## config.mk

```make
export PLATFORM = sky130hd
export DESIGN_NAME = lsu_bus
export DESIGN_NICKNAME = d
export VERILOG_FILES = /design/src/rtl/lsu_bus.sv
export SDC_FILE = /design/constraint.sdc
export NUM_CORES = 1
export LEC_CHECK = 0
export BUFFER_PORTS_ARGS = -buffer_cell sky130_fd_sc_hd__buf_2
export CAP_MARGIN = 10
export CORE_AREA = 4 4 205 207
export DETAILED_ROUTE_END_ITERATION = 8
export DIE_AREA = 0 0 209 211
export GPL_TIMING_DRIVEN = 1
export SLEW_MARGIN = 30
export SYNTH_ARGS = -nofsm -noshare
export SYNTH_HDL_FRONTEND = slang
export SYNTH_SLANG_ARGS = --single-unit
```

## constraint.sdc

```tcl
create_clock -name clk -period 5.3 [get_ports clk]
set_clock_uncertainty 0.2 [all_clocks]
set_input_delay 1.06 -clock clk [delete_from_list [all_inputs] [get_ports clk]]
set_output_delay 1.06 -clock clk [all_outputs]
set_load 0.02 [all_outputs]
```

## src/rtl/lsu_bus.sv

```systemverilog
// ---------------------------------------------------------------------------
// lsu_bus -- load/store unit with a split request/response memory bus.
//
// Takes one instruction at a time from EXU (valid/ready), performs at most
// one memory access over the request/response bus, and presents the result
// to WBU (valid/ready) from a single output register. Non-memory
// instructions pass straight through to that register with 1-cycle latency.
//
// Parameters
//   XLEN      : data/address width, 32 or 64
//   PAYLOAD_W : width of the opaque sideband bundle carried to WBU
//   TIMEOUT   : max cycles spent waiting for a response (0 = wait forever)
//
// Optional build macro
//   LSU_ALIGN_CHECK_EN : when defined, accesses whose byte offset is not a
//                        multiple of their size fault with cause 001 and are
//                        never issued. When undefined they are issued as-is.
//
// Ports
//   clk, rst                        : clock, synchronous active-high reset
//   i_pre_valid / o_pre_ready       : EXU handshake
//   i_is_load, i_is_store, i_func3  : access type and size/sign
//   i_addr, i_wdata, i_payload      : address (or non-memory result), store
//                                     data, sideband bundle
//   o_post_valid / i_post_ready     : WBU handshake
//   o_rd, o_payload                 : writeback value, sideband bundle
//   o_err, o_err_cause              : fault flag and cause
//                                     (001 misaligned, 010 bus error,
//                                      011 timeout, 100 illegal func3)
//   o_mem_req_valid / i_mem_req_ready, o_mem_we, o_mem_addr,
//   o_mem_wdata, o_mem_wstrb        : memory request channel
//   i_mem_rsp_valid / o_mem_rsp_ready, i_mem_rdata, i_mem_rsp_err
//                                   : memory response channel
// ---------------------------------------------------------------------------
module lsu_bus #(
  parameter int XLEN      = 32,
  parameter int PAYLOAD_W = 160,
  parameter int TIMEOUT   = 255
) (
  input  logic                 clk,
  input  logic                 rst,
  input  logic                 i_pre_valid,
  output logic                 o_pre_ready,
  output logic                 o_post_valid,
  input  logic                 i_post_ready,
  input  logic                 i_is_load,
  input  logic                 i_is_store,
  input  logic [2:0]           i_func3,
  input  logic [XLEN-1:0]      i_addr,
  input  logic [XLEN-1:0]      i_wdata,
  input  logic [PAYLOAD_W-1:0] i_payload,
  output logic [XLEN-1:0]      o_rd,
  output logic [PAYLOAD_W-1:0] o_payload,
  output logic                 o_err,
  output logic [2:0]           o_err_cause,
  output logic                 o_mem_req_valid,
  input  logic                 i_mem_req_ready,
  output logic                 o_mem_we,
  output logic [XLEN-1:0]      o_mem_addr,
  output logic [XLEN-1:0]      o_mem_wdata,
  output logic [XLEN/8-1:0]    o_mem_wstrb,
  input  logic                 i_mem_rsp_valid,
  output logic                 o_mem_rsp_ready,
  input  logic [XLEN-1:0]      i_mem_rdata,
  input  logic                 i_mem_rsp_err
);

  localparam int STRB_W   = XLEN / 8;
  localparam int OFF_W    = $clog2(STRB_W);
  // Counter only needs to reach TIMEOUT-1.
  localparam int CNT_W    = (TIMEOUT > 2) ? $clog2(TIMEOUT) : 1;
  localparam int TMO_LAST = (TIMEOUT > 0) ? TIMEOUT - 1 : 0;

  typedef enum logic [1:0] {S_IDLE, S_REQ, S_RSP, S_OUT} state_t;

  typedef enum logic [2:0] {
    CAUSE_NONE     = 3'b000,
    CAUSE_MISALIGN = 3'b001,
    CAUSE_BUS      = 3'b010,
    CAUSE_TIMEOUT  = 3'b011,
    CAUSE_ILLEGAL  = 3'b100
  } cause_t;

  state_t                 state_q, state_d;
  logic                   timeout_hit;
  logic [CNT_W-1:0]       cnt_q;
  logic [2:0]             func3_q;
  logic [OFF_W-1:0]       off_q;
  logic [XLEN-1:0]        rd_q;
  logic [PAYLOAD_W-1:0]   payload_q;
  logic                   err_q;
  cause_t                 cause_q;
  logic                   mem_we_q;
  logic [XLEN-1:0]        mem_addr_q;
  logic [XLEN-1:0]        mem_wdata_q;
  logic [STRB_W-1:0]      mem_wstrb_q;

  // ---------------------------------------------------------------------
  // Decode of the incoming instruction (only meaningful in IDLE).
  // ---------------------------------------------------------------------
  logic [OFF_W-1:0]  in_off;
  logic              is_mem;
  logic              func3_ok;
  logic              misaligned;
  logic              issue_ok;
  logic [STRB_W-1:0] size_strb;

  assign in_off = i_addr[OFF_W-1:0];
  assign is_mem = i_is_load | i_is_store;

  // NOTE: every always_comb output gets a default before the case so no
  // path leaves it unassigned; otherwise synthesis infers a latch.
  always_comb begin
    func3_ok = 1'b0;
    if (i_is_load && i_is_store) begin
      func3_ok = 1'b0;
    end else if (i_is_load) begin
      unique case (i_func3)
        3'b000, 3'b001, 3'b010,
        3'b100, 3'b101:         func3_ok = 1'b1;
        3'b011, 3'b110:         func3_ok = (XLEN == 64);
        default:                func3_ok = 1'b0;
      endcase
    end else if (i_is_store) begin
      unique case (i_func3)
        3'b000, 3'b001, 3'b010: func3_ok = 1'b1;
        3'b011:                 func3_ok = (XLEN == 64);
        default:                func3_ok = 1'b0;
      endcase
    end
  end

`ifdef LSU_ALIGN_CHECK_EN
  // Offset bits that must be zero for a naturally aligned access.
  logic [OFF_W-1:0] align_mask;
  always_comb begin
    align_mask = '0;
    unique case (i_func3[1:0])
      2'd0:    align_mask = '0;
      2'd1:    align_mask = OFF_W'(1);
      2'd2:    align_mask = OFF_W'(3);
      default: align_mask = OFF_W'(7);
    endcase
  end
  assign misaligned = |(in_off & align_mask);
`else
  assign misaligned = 1'b0;
`endif

  assign issue_ok = is_mem & func3_ok & ~misaligned;

  always_comb begin
    size_strb = '0;
    unique case (i_func3[1:0])
      2'd0:    size_strb = STRB_W'(8'h01);
      2'd1:    size_strb = STRB_W'(8'h03);
      2'd2:    size_strb = STRB_W'(8'h0F);
      default: size_strb = STRB_W'(8'hFF);
    endcase
  end

  // ---------------------------------------------------------------------
  // Load data extraction from the aligned response word.
  // ---------------------------------------------------------------------
  logic [XLEN-1:0] rsp_shift;
  logic [XLEN-1:0] load_val;

  assign rsp_shift = i_mem_rdata >> {off_q, 3'b000};

  always_comb begin
    load_val = rsp_shift;
    unique case (func3_q)
      3'b000:  load_val = XLEN'($signed(rsp_shift[7:0]));
      3'b001:  load_val = XLEN'($signed(rsp_shift[15:0]));
      3'b010:  load_val = XLEN'($signed(rsp_shift[31:0]));
      3'b100:  load_val = XLEN'(rsp_shift[7:0]);
      3'b101:  load_val = XLEN'(rsp_shift[15:0]);
      3'b110:  load_val = XLEN'(rsp_shift[31:0]);
      default: load_val = rsp_shift;
    endcase
  end

  // ---------------------------------------------------------------------
  // FSM
  // ---------------------------------------------------------------------
  // NOTE: state is updated with non-blocking assignments so every flop
  // samples pre-edge values, independent of block ordering.
  always_ff @(posedge clk) begin
    if (rst) state_q <= S_IDLE;
    else     state_q <= state_d;
  end

  always_comb begin
    state_d     = state_q;
    timeout_hit = 1'b0;
    unique case (state_q)
      S_IDLE: if (i_pre_valid) state_d = issue_ok ? S_REQ : S_OUT;
      S_REQ:  if (i_mem_req_ready) state_d = S_RSP;
      S_RSP: begin
        // A response arriving in the last allowed cycle still wins.
        if (i_mem_rsp_valid) begin
          state_d = S_OUT;
        end else if (TIMEOUT != 0 && cnt_q == CNT_W'(TMO_LAST)) begin
          state_d     = S_OUT;
          timeout_hit = 1'b1;
        end
      end
      S_OUT:  if (i_post_ready) state_d = S_IDLE;
      default: state_d = S_IDLE;
    endcase
  end

  // ---------------------------------------------------------------------
  // Datapath registers
  // ---------------------------------------------------------------------
  always_ff @(posedge clk) begin
    if (rst) begin
      cnt_q       <= '0;
      func3_q     <= '0;
      off_q       <= '0;
      rd_q        <= '0;
      payload_q   <= '0;
      err_q       <= 1'b0;
      cause_q     <= CAUSE_NONE;
      mem_we_q    <= 1'b0;
      mem_addr_q  <= '0;
      mem_wdata_q <= '0;
      mem_wstrb_q <= '0;
    end else begin
      unique case (state_q)
        S_IDLE: if (i_pre_valid) begin
          cnt_q       <= '0;
          func3_q     <= i_func3;
          off_q       <= in_off;
          payload_q   <= i_payload;
          mem_we_q    <= i_is_store;
          mem_addr_q  <= {i_addr[XLEN-1:OFF_W], {OFF_W{1'b0}}};
          mem_wdata_q <= i_wdata << {in_off, 3'b000};
          // Strobe bits shifted past the word are dropped by the width.
          mem_wstrb_q <= size_strb << in_off;
          if (!is_mem) begin
            rd_q    <= i_addr;
            err_q   <= 1'b0;
            cause_q <= CAUSE_NONE;
          end else if (!func3_ok) begin
            rd_q    <= '0;
            err_q   <= 1'b1;
            cause_q <= CAUSE_ILLEGAL;
          end else if (misaligned) begin
            rd_q    <= '0;
            err_q   <= 1'b1;
            cause_q <= CAUSE_MISALIGN;
          end else begin
            rd_q    <= '0;
            err_q   <= 1'b0;
            cause_q <= CAUSE_NONE;
          end
        end
        S_RSP: begin
          if (i_mem_rsp_valid) begin
            if (i_mem_rsp_err) begin
              rd_q    <= '0;
              err_q   <= 1'b1;
              cause_q <= CAUSE_BUS;
            end else begin
              // Stores only get a write ack; nothing to write back.
              rd_q    <= mem_we_q ? '0 : load_val;
              err_q   <= 1'b0;
              cause_q <= CAUSE_NONE;
            end
          end else if (timeout_hit) begin
            rd_q    <= '0;
            err_q   <= 1'b1;
            cause_q <= CAUSE_TIMEOUT;
          end else begin
            cnt_q <= cnt_q + CNT_W'(1);
          end
        end
        default: ;
      endcase
    end
  end

  assign o_pre_ready     = (state_q == S_IDLE);
  assign o_post_valid    = (state_q == S_OUT);
  assign o_mem_req_valid = (state_q == S_REQ);
  assign o_mem_rsp_ready = (state_q == S_RSP);
  assign o_rd            = rd_q;
  assign o_payload       = payload_q;
  assign o_err           = err_q;
  assign o_err_cause     = cause_q;
  assign o_mem_we        = mem_we_q;
  assign o_mem_addr      = mem_addr_q;
  assign o_mem_wdata     = mem_wdata_q;
  assign o_mem_wstrb     = mem_wstrb_q;

endmodule

```

==> metrics.yaml, run 1 <==
floorplanning:
  fp-row-count: 74
  dieArea_mm2: 0.04410
  die_w_um: 209
  die_h_um: 211
  start_util_pct: 27.63
  io_pins: 537
  core_region_area_mm2: 0.04037
final_layout:
  final_common_cell: "buf_2"
  layout-drive-gt1-share_pct: 35.18
  area_growth_pct: 37.43
  final_core_util_pct: 37.96
  final_cell_mix: "buf_2 (533), nand2_1 (417), dfxtp_1 (278), a21oi_1 (253), a22oi_1 (41)"
  final_nets: 2093
  final_cell_count_no_fill: 2378
clock_network:
  cts_buffers: 34
  clk_pin_slew_worst_paths_ps: 60
  cts_tree: "done"
  postCtsSetupBuffers: 0
  cts_resized: 0
  cts_buffer_depth: 3
  root_buffer: "clkbuf_16"
  clkSinkCount: 278
  cts_hold_buf: 0
  htree_levels: 2
  clk_latency_ps: 520
logic_synthesis:
  synth.cell_area_mm2: 0.01115
  synth_ff_type: "dfxtp_1"
  synth.avg_cell_area_um2: 8.248
  synth_warnings: 0
  yosysSeqAreaShare_pct: 49.90
  ys_types: 54
  synthCells: 1352
  synth_edf_count: 0
  ys_ff_latch: 278
  ys_async_sr_fraction_pct: 0
flow_run:
  max-cap-violations: 0
critical_path:
  worst-path-stages: 4
  cp_num_buf_inv: 0
  crit_family: "simple AND/OR/NAND/NOR gates"
  worst-setup-path-type: "flip-flop to flip-flop"
  worstSetupStartpointType: "flip-flop"
  crit_fanout: 23
  path_cells: "nand2b_1, o221a_1, or4_1, a311oi_1"
  cp.required_ps: 5520
  r2r_slack_ps: 2170
  cp.arrival_ps: 3350
  end_kind: "flip-flop"
  rr_endpoint: "o_rd[16]$_SDFFE_PP0P_"
  crit_slowest_cell: "dfxtp_1"
  r2r_start: "off_q[1]$_SDFFE_PP0P_"
  rr_worst_depth: 4
  critPathMaxStageDelay_ps: 890
timing:
  rsz0062_at_grt: "no"
  setup_viol: 0
  slew_headroom_pct: 35.73
  whs_ps: 248.8
  slew_viol_final: 0
  worst_slew_pin_slew_ps: 950.4
  period_share_pct: 59.13
  fmax_mhz: 319.1
  finalHoldViolCount: 0
  setup_tns_ps: 0
  finalCriticalPeriod_ps: 3134
global_routing:
  grt_pass1_wl_um: 63630
  grt_start_max_net_pins: 215
  grt_pass1_vias: 11123
  antenna_found_initial: 4
  grt_use_total_pct: 17.89
  gr-total-overflow: 0
min_path:
  hold_end: "o_payload[19]$_SDFFE_PP0P_"
  holdPathStages: 2
  hp-class: "flip-flop to flip-flop"
  hold_path.startpoint: "o_payload[19]$_SDFFE_PP0P_"
power:
  peakVddDrop_mv: 0.3152
  p_leak_uw: 0.006794
  powerDensity_mw_per_mm2: 502.0
detailed_routing:
  ant_nets: 0
  dr.first_iter.drc_count: 702
  vias: 11479
  drc: 0
  via_per_inst: 4.827
  dr.pass1.iters: 6
  totalWireLength_um: 42000
  wire_per_inst_um: 17.66
placed_design:
  port_buffers: 534
  dp.cells: 2313
  hpwlAfterDp_um: 30510
  gp_congestion: 0.8671
outcome:
  status: "completed"
==> worst reg2reg max path, cell delays in order (launching register included) <==
cell      delay [ps]
dfxtp_1          890
nand2b_1         390
o221a_1          320
or4_1            850
a311oi_1         400
==> synth_stat cells (3+ instances only) <==
library cell  number  share of area [%]
nand2_1          418                 14
dfxtp_1          278                 50
a21oi_1          253                 11
clkbuf_1          97                3.3
a22oi_1           41                2.8
nor2_1            38                1.3
mux2_2            24                2.4
a211oi_1          17                1.1
inv_1             16               0.54
mux2i_1           16                1.4
nor3_1            12               0.54
o21ai_0           11               0.49
a311oi_2          10                1.3
a221oi_1           9               0.71
o211ai_1           9               0.61
a311oi_1           8               0.63
a32oi_1            8               0.63
buf_1              8               0.27
mux4_2             8                1.6
o221ai_1           7               0.55
buf_2              6               0.27
ha_1               6               0.67
or3_1              6               0.34
nor2b_1            3               0.17
==> layer usage <==
metal,GRT usage (%),vias to the layer above,wire [um],share of wire [%]
li1,-,5582,-,-
met1,22.29,5382,17260,41
met2,29.22,448,19920,47
met3,5.792,67,3691,8.8
met4,6.458,0,1124,2.7
met5,0,-,0,0
==> per-stage QoR <==
stage / setup slack (ps) / total power [uW] / instance area [um^2]
finish: 2166 / 7694 / 15330
CTS: 2200 / 7781 / 15260
global placement: 1966 / 5464 / 14190
floorplan: 2682 / 4519 / 11160
detailed placement: 1895 / 5507 / 14190
global route: 1893 / 8146 / 15320
==> cell type report <==
cell class | instances | area (um^2)
multi-input cells | 943 | 5121
inverters | 17 | 63.81
flip-flops and latches | 278 | 5565
clock buffers | 49 | 978.4
diodes | 4 | 10.01
well taps | 532 | 665.6
clock inverters | 10 | 87.58
repair buffers | 545 | 2834
fillers | 4249 | 25040
==> flip-flops by register name, indices dropped and copies added (netlist names) <==
name         count
o_payload      160
o_mem_wdata     32
o_rd            32
o_mem_addr      30
cnt_q            8
o_mem_wstrb      4
func3_q          3
o_err_cause      3
off_q            2
state_q          2
o_err            1
o_mem_we         1
==> power breakdown <==
part	leakage (uW)	switching, uW	internal (uW)
Combinational	0.00399	1840	865
Sequential	0.00228	228	2530
Clock	0.000521	897	1330
==> worst max-delay path by stage <==
stage                     startpoint               endpoint
2_1_floorplan        i_mem_rsp_valid  o_rd[23]$_SDFFE_PP0P_
3_3_place_gp         i_mem_rsp_valid  o_rd[26]$_SDFFE_PP0P_
3_5_place_dp         i_mem_rsp_valid  o_rd[24]$_SDFFE_PP0P_
4_1_cts        off_q[1]$_SDFFE_PP0P_  o_rd[20]$_SDFFE_PP0P_
5_1_grt        off_q[1]$_SDFFE_PP0P_  o_rd[18]$_SDFFE_PP0P_
6_report       off_q[1]$_SDFFE_PP0P_  o_rd[16]$_SDFFE_PP0P_
==> kinds of logic after synthesis <==
| family | count (synthesis) | synth area share [%] |
|---|---|---|
| simple gates | 499 | 17.82 |
| fa+ha+maj | 6 | 0.6732 |
| flops | 278 | 49.90 |
| buf+inv | 132 | 4.712 |
| other cells | 1 | 0.03363 |
| xor+xnor | 2 | 0.1571 |
| compound gates | 385 | 21.13 |
| mux | 49 | 5.576 |
(Power assumes the default switching activity.)
==> inputs of run 2 (changes only) <==
--- a/config.mk
+++ b/config.mk
@@ -5,11 +5,12 @@
 export SDC_FILE = /design/constraint.sdc
 export NUM_CORES = 1
 export LEC_CHECK = 0
+export ABC_AREA = 1
 export BUFFER_PORTS_ARGS = -buffer_cell sky130_fd_sc_hd__buf_2
 export CAP_MARGIN = 10
-export CORE_AREA = 4 4 205 207
+export CORE_AREA = 4 4 208 210
 export DETAILED_ROUTE_END_ITERATION = 8
-export DIE_AREA = 0 0 209 211
+export DIE_AREA = 0 0 212 214
 export GPL_TIMING_DRIVEN = 1
 export SLEW_MARGIN = 30
 export SYNTH_ARGS = -nofsm -noshare
==> constraint.sdc (replaced) <==
create_clock -name clk -period 2.76 [get_ports clk]
set_clock_uncertainty 0.2 [all_clocks]
set_input_delay 0.552 -clock clk [delete_from_list [all_inputs] [get_ports clk]]
set_output_delay 0.552 -clock clk [all_outputs]
set_load 0.02 [all_outputs]
==> run 2 against run 1 <==
Setup slack worse by 1800 ps. Clock power increased by 92%. Combinational power rose to 2.6 times the previous value. Maximum frequency increased by 31%. Critical endpoint is now o_rd[25]$_SDFFE_PP0P_. Highest routed layer is now met5. Total power grew 120%. Synthesized area up 5.0%. Register-to-register slack got worse by 1800 ps. Synthesized cell count is 24% higher. Largest cell class unchanged. Cell area grew 5.4%. First-iteration DRC count is 39% higher.
==> metrics.yaml, run 2 <==
final_layout:
  area_growth_pct: 37.88
  final_cell_mix: "buf_2 (534), nor2_1 (443), nand2_1 (280), dfxtp_1 (278), o21ai_0 (226)"
  seq_area_mm2: 0.005565  # unchanged
  fillCellCount: 4405  # +3.7%
  final_nets: 2455  # +17%
  layout-drive-gt1-share_pct: 29.19  # -6.0 points
  final_common_cell: "buf_2"
  final_core_util_pct: 38.84  # +0.88 points
  multiInputGateArea_mm2: 0.005211  # +1.8%
  largest_register_ffs: 160  # unchanged
clock_network:
  cts_buffer_depth: 3  # unchanged
  clkSinkCount: 278  # unchanged
  cts_tree: "done"
  cts_buffers: 31  # -8.8%
  postCtsSetupBuffers: 0  # unchanged
  cts_resized: 0  # unchanged
  clk_latency_ps: 580  # +60 ps
  root_buffer: "clkbuf_16"
  clk_pin_slew_worst_paths_ps: 60  # about the same
  htree_levels: 1  # -1
min_path:
  hp-class: "primary input to flip-flop"
  holdPathStages: 3  # +1
  hold_path.startpoint: "i_payload[50]"
  hold_end: "o_payload[50]$_SDFFE_PP0P_"
logic_synthesis:
  synth_ff_type: "dfxtp_1"
  yosys-top-cells-count: "nor2_1 (444), nand2_1 (281), dfxtp_1 (278)"
  synth.cell_area_mm2: 0.01171  # +5.0%
  synth_warnings: 0  # unchanged
  synthCells: 1677  # +24%
  yosysSeqAreaShare_pct: 47.52  # -2.4 points
  ys_ff_latch: 278  # unchanged
  ys_types: 35  # -35%
  post-synth-top-count-cell: "nor2_1"
  ys_async_sr_fraction_pct: 0  # unchanged
  synth.avg_cell_area_um2: 6.983  # -15%
  synth_top_cell_by_area: "dfxtp_1"
  synth_top_area_share_pct: 47.52  # -2.4 points
  synth_edf_count: 0  # unchanged
  synth_area_leaders: "dfxtp_1 (48%), nor2_1 (14%), o21ai_0 (9.7%), nand2_1 (9.0%), a21oi_1 (4.2%)"
global_routing:
  grt_pass1_vias: 12123  # +9.0%
  gr-total-overflow: 0  # unchanged
  grt_start_max_net_pins: 101  # -53%
  grt_pass1_wl_um: 69880  # +9.8%
  antenna_found_initial: 17  # +13
  grt_use_total_pct: 19.15  # +1.3 points
detailed_routing:
  dr.first_iter.drc_count: 976  # +39%
  totalWireLength_um: 46090  # +9.7%
  dr.pass1.iters: 5  # -1
  ant_nets: 0  # unchanged
  drc: 0  # unchanged
  wire_per_inst_um: 16.73  # -5.3%
  vias: 12685  # +11%
  via_per_inst: 4.604  # -4.6%
outcome:
  status: "completed"
power:
  peakVddDrop_mv: 0.4277  # +36%
  powerDensity_mw_per_mm2: 1053  # +110%
  finalPower_uw: 17010  # +120%
  p_switching_uw: 7088  # +140%
  p_leak_uw: 0.008039  # +18%
  pwr-share-comb_pct: 41.3  # +6.1 points
  p_int_uw: 9924  # +110%
  seqPwrFrac_pct: 33.5  # -2.3 points
  sw_frac_of_total_pct: 41.67  # +3.1 points
  p_clk_share_pct: 25.2  # -3.8 points
critical_path:
  crit_family: "buffers and inverters"
  r2r_slack_ps: 370  # -1800 ps
  path_cells: "inv_1, ha_1, inv_2, buf_4, nor3_4, inv_2, a21oi_1, nand2_1, a21oi_1"
  end_kind: "flip-flop"
  rr_worst_depth: 9  # +5
  crit_fanout: 16  # -30%
  rr_endpoint: "o_rd[25]$_SDFFE_PP0P_"
  cp.required_ps: 3050  # -2470 ps
  cp.arrival_ps: 2680  # -670 ps
  crit_slowest_cell: "ha_1"
  cp_num_buf_inv: 4  # +4
  critPathMaxStageDelay_ps: 380  # -510 ps
  r2r_start: "state_q[0]$_SDFFE_PP0P_"
  worst-setup-path-type: "flip-flop to flip-flop"
  worstSetupStartpointType: "flip-flop"
timing:
  finalCriticalPeriod_ps: 2394  # -740.2 ps
  slew_headroom_pct: 66.57  # +31 points
  setup_tns_ps: 0  # unchanged
  worst_slew_pin_slew_ps: 501.5  # -448.9 ps
  finalHoldViolCount: 0  # unchanged
  fmax_mhz: 417.7  # +31%
  period_share_pct: 86.74  # +28 points
  rsz0062_at_grt: "no"
  slew_viol_final: 0  # unchanged
  setup_viol: 0  # unchanged
floorplanning:
  fp-row-count: 75  # +1.4%
  io_pins: 537  # unchanged
  start_util_pct: 28.17  # +0.55 points
  dieArea_mm2: 0.04537  # +2.9%
  die_h_um: 214  # +1.4%
  core_region_area_mm2: 0.04157  # +3.0%
  die_w_um: 212  # +1.4%
placed_design:
  hpwlAfterDp_um: 34820  # +14%
  port_buffers: 534  # unchanged
  gp_congestion: 0.8608  # -0.73%
flow_run:
  max-cap-violations: 0  # unchanged
run 2: kinds of logic after synthesis:
kind of cell / Yosys count / synth area share, %
compound gates: 360 / 16.30
xor+xnor: 1 / 0.07480
fa+ha+maj: 6 / 0.6410
buf+inv: 227 / 8.098
flops: 278 / 47.52
other cells: 1 / 0.03202
simple gates: 804 / 27.33
run 2: worst reg2reg max path, delay by kind of cell, from the launching register on:
kind            cells  cell delay, ps
fa+ha+maj           1             380
compound gates      2             320
buf+inv             4             620
flops               1             340
simple gates        2             450
run 2: per-layer routing:
layer	wire length, um	vias to the layer above	global-route usage (%)
li1	-	6355	-
met1	19690	5779	24.50
met2	21400	445	31.70
met3	3371	92	4.408
met4	1534	14	6.527
met5	94	-	0
run 2: what timing repair did:
action / CTS / global route
hold buffers: 23 / 0
setup endpoints to repair: 0 / 0
endpoints found under the hold margin: 23 / 0
run 2: power by group through the flow:
stage               Sequential [uW]  Clock [uW]  Combinational, uW
floorplan                      7050           0               3370
global placement               5740           0               6990
detailed placement             5780           0               7060
CTS                            5700        4430               7110
global route                   5830        4590               7830
finish                         5690        4290               7020
run 2: worst max-delay path by stage:
stage,from,endpoint,slack (ps),depth (start not counted)
global placement,state_q[0]$_SDFFE_PP0P_,o_rd[10]$_SDFFE_PP0P_,520,10
global route,state_q[0]$_SDFFE_PP0P_,o_rd[10]$_SDFFE_PP0P_,110,10
finish,state_q[0]$_SDFFE_PP0P_,o_rd[25]$_SDFFE_PP0P_,370,9
floorplan,state_q[0]$_SDFFE_PP0P_,o_rd[13]$_SDFFE_PP0P_,710,10
CTS,state_q[0]$_SDFFE_PP0P_,o_mem_rsp_ready,340,3
detailed placement,state_q[0]$_SDFFE_PP0P_,o_rd[19]$_SDFFE_PP0P_,410,10
run 2: cell type report:
type	instances	share of cell area [%]
diodes	10	0.1550
clock buffers	47	5.548
clock inverters	11	0.9995
inverters	113	2.689
multi-input cells	1173	32.27
flip-flops and latches	278	34.46
well taps	539	4.176
repair buffers	584	19.70
run 2: per-stage QoR:
stage / hold WS [ps] / area, um^2 / worst slack (ps) / std cells
6_report: 34.82 / 16150 / 366.0 / 2755
5_1_grt: 23.28 / 16140 / 114.3 / 2752
4_1_cts: 1.632 / 16120 / 336.5 / 2745
3_5_place_dp: 257.5 / 14840 / 405.1 / 2664
3_3_place_gp: 251.5 / 14840 / 516.6 / 2664
2_1_floorplan: 258.6 / 11720 / 709.7 / 1678
==> inputs of run 3 (changes only) <==
--- a/config.mk
+++ b/config.mk
@@ -8,9 +8,10 @@
 export ABC_AREA = 1
 export BUFFER_PORTS_ARGS = -buffer_cell sky130_fd_sc_hd__buf_2
 export CAP_MARGIN = 10
-export CORE_AREA = 4 4 208 210
+export CORE_AREA = 4 4 206 208
+export CTS_BUF_LIST = sky130_fd_sc_hd__clkbuf_4
 export DETAILED_ROUTE_END_ITERATION = 8
-export DIE_AREA = 0 0 212 214
+export DIE_AREA = 0 0 210 212
 export GPL_TIMING_DRIVEN = 1
 export SLEW_MARGIN = 30
 export SYNTH_ARGS = -nofsm -noshare
==> run 3 against run 2 <==
Non-clock buffer count grew 225. Sequential power is essentially flat. Core utilization is 6.3 points higher. Maximum frequency shrank 5.1%. Total power is 0.60% lower. Critical endpoint is now o_mem_addr[31]$_SDFFE_PP0P_. Largest cell class unchanged.
==> metrics.yaml, run 3 (same netlist as run 2, synthesis figures left out) <==
outcome:
  status: "completed"
power:
  p_switching_uw: 7322  # +3.3%
  sw_frac_of_total_pct: 43.30  # +1.6 points
  p_clk_share_pct: 22.7  # -2.5 points
  p_int_uw: 9588  # -3.4%
  peakVddDrop_mv: 0.4248  # -0.68%
  seqPwrFrac_pct: 33.8  # +0.3 points
  powerDensity_mw_per_mm2: 923.0  # -12%
  p_leak_uw: 0.009036  # +12%
  pwr-share-comb_pct: 43.6  # +2.3 points
global_routing:
  top_usage_layer: "met2"
  grt_use_total_pct: 21.24  # +2.1 points
  grt_pass1_vias: 13763  # +14%
  use_met1_pct: 25.77  # +1.3 points
  grt_start_max_net_pins: 108  # +6.9%
  gr-total-overflow: 0  # unchanged
  grt_pass1_wl_um: 75580  # +8.1%
  use_met3_pct: 5.165  # +0.76 points
  grt_util_met2_pct: 35.18  # +3.5 points
  antenna_found_initial: 16  # -1
detailed_routing:
  dr.first_iter.drc_count: 1019  # +4.4%
  via_per_inst: 4.630  # +0.55%
  ant_nets: 0  # unchanged
  wire_per_inst_um: 16.41  # -1.9%
  totalWireLength_um: 50050  # +8.6%
  dr.pass1.iters: 6  # +1
  vias: 14116  # +11%
  drc: 0  # unchanged
clock_network:
  clk_latency_ps: 730  # +150 ps
  root_buffer: "clkbuf_4"
  clk_pin_slew_worst_paths_ps: 60  # about the same
  cts_tree: "done"
  htree_levels: 3  # +2
  cts_buffers: 80  # +160%
  clkSinkCount: 278  # unchanged
  cts_buffer_depth: 3  # unchanged
flow_run:
  max-cap-violations: 0  # unchanged
final_layout:
  final_cell_count_no_fill: 3049  # +11%
  largest_register_ffs: 160  # unchanged
  final_nets: 2729  # +11%
  final_cell_mix: "buf_2 (534), nor2_1 (443), nand2_1 (280), dfxtp_1 (278), dlygate4sd3_1 (246)"
  area_growth_pct: 56.44
  final_common_cell: "buf_2"
  layout-drive-gt1-share_pct: 28.83  # -0.37 points
  fillCellCount: 4090  # -7.2%
placed_design:
  gp_congestion: 0.8806  # +2.3%
  pre_cts_ws_ps: 371.5  # -33.57 ps
  hpwlAfterDp_um: 34360  # -1.3%
  port_buffers: 534  # unchanged
  dp.cells: 2659  # -0.19%
critical_path:
  rr_endpoint: "o_mem_addr[31]$_SDFFE_PP0P_"
  end_kind: "flip-flop"
  r2r_slack_ps: 240  # -130 ps
  r2r_start: "state_q[1]$_SDFFE_PP0P_"
  crit_fanout: 84  # +68
  worst-setup-path-type: "flip-flop to flip-flop"
  worstSetupStartpointType: "flip-flop"
  cp.arrival_ps: 3000  # +320 ps
  rr_worst_depth: 8  # -1
  cp.required_ps: 3230  # +180 ps
floorplanning:
  core_region_area_mm2: 0.04055  # -2.4%
  die_w_um: 210  # -0.94%
  die_h_um: 212  # -0.93%
  io_pins: 537  # unchanged
  dieArea_mm2: 0.04452  # -1.9%
  start_util_pct: 28.88  # +0.71 points
  fp-row-count: 74  # -1.3%
timing:
  setup_ws_ps: 236.8  # -129.3 ps
  fmax_mhz: 396.3  # -5.1%
  worst_slew_pin_slew_ps: 627.6  # +126.1 ps
  whs_ps: 129.5  # +94.64 ps
  period_share_pct: 91.42  # +4.7 points
  rsz0062_at_grt: "no"
  setup_viol: 0  # unchanged
  slew_viol_final: 0  # unchanged
  slew_headroom_pct: 58.16  # -8.4 points
  finalCriticalPeriod_ps: 2523  # +129.3 ps
  setup_tns_ps: 0  # unchanged
  finalHoldViolCount: 0  # unchanged
min_path:
  holdPathStages: 7  # +4
  hold_path.startpoint: "i_mem_rdata[4]"
  hold_end: "o_rd[4]$_SDFFE_PP0P_"
  hp-class: "primary input to flip-flop"
-- run 3: cell count changes in the layout (fill, tap and decap cells not counted), sizes merged --
cell / before / now
buf: 561 / 563
bufinv: 4 / 1
clkbuf: 47 / 117
clkinv: 5 / 12
clkinvlp: 1 / 2
diode: 10 / 9
dlygate4sd3: 23 / 246
inv: 114 / 116
-- run 3: final cells by class --
type | count | area [um^2] | area share [%]
sequential | 278 | 5565 | 30.38
timing repair buffer | 809 | 5440 | 29.69
multi-input combinational | 1173 | 5211 | 28.44
clock buffer | 117 | 878.3 | 4.794
tap | 532 | 665.6 | 3.633
inverter | 113 | 434.2 | 2.370
clock inverter | 18 | 103.9 | 0.5668
antenna | 9 | 22.52 | 0.1229
-- run 3: power by group through the flow --
stage	Combinational [uW]	Sequential [uW]	Clock, uW
after CTS	7360	5700	4010
after global placement	6930	5750	0
after global routing	8100	5850	4220
after floorplan	3370	7050	0
after detailed placement	7030	5780	0
final	7370	5710	3830
-- run 3: how the worst max path moves through the flow --
stage,slack [ps],to,cells after the start,from
2_1_floorplan,710,o_rd[13]$_SDFFE_PP0P_,10,state_q[0]$_SDFFE_PP0P_
3_3_place_gp,450,o_rd[30]$_SDFFE_PP0P_,9,state_q[0]$_SDFFE_PP0P_
3_5_place_dp,370,o_rd[29]$_SDFFE_PP0P_,8,state_q[0]$_SDFFE_PP0P_
4_1_cts,130,o_mem_rsp_ready,3,state_q[0]$_SDFFE_PP0P_
5_1_grt,80,o_mem_rsp_ready,3,state_q[0]$_SDFFE_PP0P_
6_report,240,o_mem_addr[31]$_SDFFE_PP0P_,8,state_q[1]$_SDFFE_PP0P_
-- run 3: timing repair --
item                      CTS  global route
resized for setup           0             0
buffers inserted            0             0
hold endpoints to repair  257             0
hold buffers              246             0
-- run 3: through the flow --
stage	util, %	cell area [um^2]	power [uW]
after floorplan	-	11720	10420
after CTS	45.12	18300	17070
final	45.18	18320	16910
after global routing	45.17	18320	18160
after detailed placement	36.63	14850	12810
after global placement	36.63	14850	12680
-- run 3: per-layer routing --
layer | vias to the layer above | wire (um) | share of wire [%]
met5 | - | 61 | 0.12
met4 | 10 | 2197 | 4.4
met3 | 155 | 3434 | 6.9
met2 | 583 | 23860 | 48
met1 | 6425 | 20490 | 41
li1 | 6943 | - | -
-- run 3: worst max-delay path, cell delays in order (launching register included) --
cell,delay [ps]
dfxtp_1,340
inv_1,90
ha_1,260
nand2_4,160
inv_6,260
buf_12,320
o21ai_0,120
a21oi_1,120
dlygate4sd3_1,560
